--- src/rtl/sr_drive_controller.sv ---
// sr_drive_controller
//
// Initiator side of an SR storage-element bank. A request (set/clear masks)
// is taken over a valid/ready handshake. The controller then pulses S/R into
// WIDTH SR flip-flops and checks the Q/Q_bar feedback. It reports the outcome
// with a one-cycle done pulse and a held error code.
//
// Ports
//   Clock      rising-edge clock
//   Reset      synchronous, active-high reset
//   req_valid  request present
//   req_ready  controller can accept a request (high only in IDLE)
//   req_set    bits to set
//   req_clr    bits to clear
//   S, R       registered set/reset drive to the bank; S & R is always zero
//   Q, Q_bar   bank feedback
//   done       one-cycle completion pulse
//   error      last operation failed; valid with done, held until next accept
//   err_code   00 ok, 01 overlap, 10 timeout, 11 Q/Q_bar inconsistent
//
// Timing, with accept at edge E0:
//   - S/R are high from E0 to E(PULSE_CYCLES).
//   - The first feedback check happens at E(PULSE_CYCLES+1).
//   - done is high for the cycle that follows the deciding edge.
//   - Overlapping or empty requests decide at the accept edge itself.
module sr_drive_controller #(
    parameter int WIDTH        = 4,
    parameter int PULSE_CYCLES = 2,
    parameter int TIMEOUT      = 4
) (
    input  logic             Clock,
    input  logic             Reset,
    input  logic             req_valid,
    output logic             req_ready,
    input  logic [WIDTH-1:0] req_set,
    input  logic [WIDTH-1:0] req_clr,
    output logic [WIDTH-1:0] S,
    output logic [WIDTH-1:0] R,
    input  logic [WIDTH-1:0] Q,
    input  logic [WIDTH-1:0] Q_bar,
    output logic             done,
    output logic             error,
    output logic [1:0]       err_code
);

    localparam int PW = $clog2(PULSE_CYCLES) + 1;
    localparam int TW = $clog2(TIMEOUT) + 1;
    localparam logic [PW-1:0] PULSE_LAST = PW'(PULSE_CYCLES);
    localparam logic [TW-1:0] TO_LAST    = TW'(TIMEOUT - 1);

    localparam logic [1:0] CODE_OK      = 2'b00;
    localparam logic [1:0] CODE_OVERLAP = 2'b01;
    localparam logic [1:0] CODE_TIMEOUT = 2'b10;
    localparam logic [1:0] CODE_INCONS  = 2'b11;

    typedef enum logic [1:0] {IDLE, DRIVE, CHECK, RESP} state_t;

    state_t           state, state_nx;
    logic [PW-1:0]    pcnt, pcnt_nx;
    logic [TW-1:0]    tcnt, tcnt_nx;
    logic [WIDTH-1:0] set_m, clr_m, set_nx, clr_nx;
    logic [WIDTH-1:0] s_nx, r_nx;
    logic             done_nx, error_nx;
    logic [1:0]       code_nx;

    // Feedback is good when every set bit reads 1 and every cleared bit
    // reads 0. Q_bar must also be the complement of Q on those bits.
    // Bits outside the request are don't-care.
    function automatic logic fb_pass(input logic [WIDTH-1:0] q,
                                     input logic [WIDTH-1:0] qb,
                                     input logic [WIDTH-1:0] sm,
                                     input logic [WIDTH-1:0] cm);
        logic [WIDTH-1:0] aff;
        aff = sm | cm;
        return ((q & sm) == sm) && ((q & cm) == '0) && (((qb ^ ~q) & aff) == '0);
    endfunction

    // An affected bit whose Q equals Q_bar points to a broken element
    // rather than a slow one.
    function automatic logic fb_incons(input logic [WIDTH-1:0] q,
                                       input logic [WIDTH-1:0] qb,
                                       input logic [WIDTH-1:0] aff);
        return ((q ~^ qb) & aff) != '0;
    endfunction

    assign req_ready = (state == IDLE);

    always_comb begin
        state_nx = state;
        pcnt_nx  = pcnt;
        tcnt_nx  = tcnt;
        set_nx   = set_m;
        clr_nx   = clr_m;
        s_nx     = S;
        r_nx     = R;
        done_nx  = 1'b0;
        error_nx = error;
        code_nx  = err_code;

        unique case (state)
            IDLE: begin
                if (req_valid) begin
                    set_nx   = req_set;
                    clr_nx   = req_clr;
                    pcnt_nx  = '0;
                    tcnt_nx  = '0;
                    error_nx = 1'b0;
                    code_nx  = CODE_OK;
                    if ((req_set & req_clr) != '0) begin
                        // Conflicting masks are rejected without driving anything.
                        error_nx = 1'b1;
                        code_nx  = CODE_OVERLAP;
                        done_nx  = 1'b1;
                        state_nx = RESP;
                    end else if ((req_set | req_clr) == '0) begin
                        done_nx  = 1'b1;
                        state_nx = RESP;
                    end else begin
                        s_nx     = req_set;
                        r_nx     = req_clr;
                        pcnt_nx  = PW'(1);
                        state_nx = DRIVE;
                    end
                end
            end
            DRIVE: begin
                if (pcnt == PULSE_LAST) begin
                    s_nx     = '0;
                    r_nx     = '0;
                    state_nx = CHECK;
                end else begin
                    pcnt_nx = pcnt + PW'(1);
                end
            end
            CHECK: begin
                if (fb_pass(Q, Q_bar, set_m, clr_m)) begin
                    done_nx  = 1'b1;
                    state_nx = RESP;
                end else if (tcnt == TO_LAST) begin
                    done_nx  = 1'b1;
                    error_nx = 1'b1;
                    code_nx  = fb_incons(Q, Q_bar, set_m | clr_m) ? CODE_INCONS : CODE_TIMEOUT;
                    state_nx = RESP;
                end else begin
                    tcnt_nx = tcnt + TW'(1);
                end
            end
            RESP: begin
                state_nx = IDLE;
            end
            default: begin
                state_nx = IDLE;
            end
        endcase
    end

    // Control and drive registers
    always_ff @(posedge Clock) begin
        if (Reset) begin
            state    <= IDLE;
            pcnt     <= '0;
            tcnt     <= '0;
            S        <= '0;
            R        <= '0;
            done     <= 1'b0;
            error    <= 1'b0;
            err_code <= CODE_OK;
        end else begin
            state    <= state_nx;
            pcnt     <= pcnt_nx;
            tcnt     <= tcnt_nx;
            S        <= s_nx;
            R        <= r_nx;
            done     <= done_nx;
            error    <= error_nx;
            err_code <= code_nx;
        end
    end

    // Request masks: data only, always rewritten at accept
    always_ff @(posedge Clock) begin
        set_m <= set_nx;
        clr_m <= clr_nx;
    end

endmodule

--- config.mk ---
export PLATFORM = sky130hd
export DESIGN_NAME = sr_drive_controller
export DESIGN_NICKNAME = d
export VERILOG_FILES = /design/src/rtl/sr_drive_controller.sv
export SDC_FILE = /design/constraint.sdc
export NUM_CORES = 1
export LEC_CHECK = 0
export BUFFER_PORTS_ARGS = -buffer_cell sky130_fd_sc_hd__buf_4
export CAP_MARGIN = 10
export CORE_MARGIN = 2
export CORE_UTILIZATION = 45
export DETAILED_ROUTE_END_ITERATION = 8
export PLACE_DENSITY_LB_ADDON = 0.08
export SETUP_SLACK_MARGIN = 0.3
export SLEW_MARGIN = 20
export SYNTH_ARGS = -nofsm -noshare
export SYNTH_HDL_FRONTEND = slang
export SYNTH_SLANG_ARGS = --single-unit
--- constraint.sdc ---
create_clock -name Clock -period 2.3 [get_ports Clock]
set_input_delay 0.46 -clock Clock [delete_from_list [all_inputs] [get_ports Clock]]
set_output_delay 0.46 -clock Clock [all_outputs]
set_load 0.03 [all_outputs]
==> qor.yml <==
status: "completed"
synth_top_family_by_area: "compound AO/OA/AOI/OAI gates"
p_leak_nw: 0.693
routed_wl_mm: 2.71
syn_nets: 158
layout-drive-gt1-share: 0.273
hp-start: "req_set[2]"
synthSimpleGateAreaFrac: 0.164
startpoint_type: "flop"
hp-class: "primary input to flop"
synth_largest_area_cell: "dfxtp_1"
worst_pin_slew_ps: 473
drc_errors: 0
cap_viol_max_count: 0
synth_mux_area_frac: 0.0375
fin_area_mm2: 0.00164
yosysWarnings: 0
r2r-start: "state[0]$_SDFFE_PP0P_"
grt_pass1_wl_mm: 4.51
final_net_count: 191
end_kind: "flop"
path_class: "flop to flop"
hold_viol: 0
postSynthAreaPerCell_um2: 10.0
synthArstFlopShare: 0
r2r_setup_slack_ps: 460
die_y_um: 58.5
synth_cell_types: 35
reg2regPathDepth: 6
cp_max_fo: 10
die_w_um: 58.5
grt_max_degree: 16
synth_top_cell_area_share: 0.285
wire_per_inst_um: 13.8
rsz0062_at_grt: "false"
syn_inst: 133
core_area_mm2: 0.00278
multi_input_area_um2: 688
relSlewSlack: 0.682
synth_edf_count: 8
synth_compound_area_frac: 0.217
gp_congestion: 0.715
worstPathArrival_ps: 2120
syn2layout_area_growth_pct: 22.8
grt_pass1_vias: 1037
gr-total-overflow: 0
synth_xor_area_frac: 0.0262
setup_tns_ps: 0
finClkSkew_ps: 13.3
setup_viol: 0
synthFlopType: "dfxtp_1"
clock-sinks: 27
peakVddDrop_mv: 0.677
cts.path.max_buffers: 2
antenna_found_initial: 0
placed_area_mm2: 0.00160
insertedDiodeCount: 0
synth_fa_ha_area_frac: 0.0562
cts_hold_buf: 0
drt-pass1-iter-count: 4
cp.required_ps: 2580
power_per_cell_area_mw_per_mm2: 969
nFillCells: 245
drt-initial-drc-count: 27
synth_area_mm2: 0.00134
maxSlewViolCount: 0
root_buffer: "clkbuf_4"
portBuffers: 31
max_freq_mhz: 543
htreeDepth: 1
ios: 32
viasPerCell: 5.65
cts_tree: "built"
min_delay_path_depth: 1
cts_setup_buffers: 0
hold-path-endpoint: "set_m[2]$_DFFE_PP_"
synth.most_common_cell: "dfxtp_1"
initial_core_util: 0.480
regArea_um2: 621
vias: 1108
period_minus_slack_ps: 1840
grtUsageTotal: 0.173
synth_commonest_cells: "dfxtp_1, nor2_1, inv_1, nand2_1, o21ai_0"
synth-seq-cells: 27
dpl.hpwl_mm: 2.02
dieArea_mm2: 0.00342
period_share: 0.800
ant_nets: 0
clkTransAtPathRegs_ps: 150
rows: 19
r2r-end: "tcnt[2]$_SDFFE_PP0P_"
insertion_delay_ps: 330
synthTopCellsByArea: "dfxtp_1, edfxtp_1, ha_1, a22o_1, mux2i_1"
cts_made_buffers: 3
seq_area_frac_synth: 0.464
logic make-up (layout without fill, tap and decap cells):
group | Yosys count | count (layout)
AO/OA/AOI/OAI | 39 | 39
XOR/XNOR | 4 | 4
adder cells (fa/ha/maj) | 6 | 6
buffers and inverters | 12 | 44
flip-flops | 27 | 27
multiplexers | 5 | 5
AND/OR/NAND/NOR | 40 | 40
stage by stage:
step / std cells / hold WS [ps] / setup slack [ps] / power [mW] / util
2_1_floorplan: 133 / 450 / 370 / 1.17 / -
3_3_place_gp: 192 / 459 / 351 / 1.35 / 0.574
3_5_place_dp: 192 / 466 / 273 / 1.37 / 0.574
4_1_cts: 196 / 327 / 288 / 1.57 / 0.583
5_1_grt: 196 / 315 / 318 / 1.70 / 0.590
6_report: 196 / 336 / 459 / 1.59 / 0.590
power breakdown:
part | switching, mW | internal [mW]
Sequential | 0.0597 | 0.603
Clock | 0.139 | 0.0654
Combinational | 0.446 | 0.277
metal layers:
metal / vias to the layer above / part of all wire / GRT usage
met5: - / 0 / 0
met4: 0 / 0.019 / 0.0864
met3: 5 / 0.051 / 0.0198
met2: 35 / 0.46 / 0.276
met1: 518 / 0.47 / 0.233
li1: 550 / - / -
worst max-delay path, cell delays in order, from the launching register on:
cell and delay [ps]:
dfxtp_1 350, inv_1 100, ha_1 360, o21ai_0 190
a21o_1 220, or4_1 400, a21oi_1 150
how the worst max path moves through the flow:
| stage | endpoint | slack, ps | cells past startpoint | from |
|---|---|---|---|---|
| floorplan | tcnt[2]$_SDFFE_PP0P_ | 370 | 8 | state[0]$_SDFFE_PP0P_ |
| global placement | S[2]$_SDFFE_PP0P_ | 350 | 6 | req_set[2] |
| detailed placement | S[0]$_SDFFE_PP0P_ | 270 | 6 | req_set[2] |
| CTS | tcnt[2]$_SDFFE_PP0P_ | 290 | 7 | state[0]$_SDFFE_PP0P_ |
| global route | tcnt[0]$_SDFFE_PP0P_ | 320 | 6 | state[0]$_SDFFE_PP0P_ |
| finish | tcnt[2]$_SDFFE_PP0P_ | 460 | 6 | state[0]$_SDFFE_PP0P_ |
what timing repair did:
item / in CTS / in global routing
gates resized for setup: 0 / 3
pin swaps: 0 / 1
setup endpoints to repair: 5 / 14
cells in the final DEF (no fill, tap or decap), types with 4 or more instances in the layout:
master,netlist,routed
edfxtp_1,8,8
nand2_1,9,9
buf_4,0,31
or4_1,4,4
a21oi_1,8,8
dfxtp_1,19,19
inv_1,9,9
o21ai_0,9,9
a22o_1,8,8
nor2_1,13,13
mux2i_1,5,5
xor2_1,4,4
ha_1,6,5
sequential cells by signal, summed over array words and instances, names as in the netlist:
register  flops
clr_m         4
pcnt          2
R             4
S             4
state         2
done          1
error         1
set_m         4
err_code      2
tcnt          3
area by class of cell:
type	instances	share of cell area
Clock buffer	3	0.0137
Clock inverter	1	0.00305
Inverter	9	0.0206
Multi-Input combinational cell	94	0.419
Sequential cell	27	0.378
Tap cell	31	0.0236
Timing Repair Buffer	31	0.142
No activity file was read; power rests on OpenSTA's default activity.
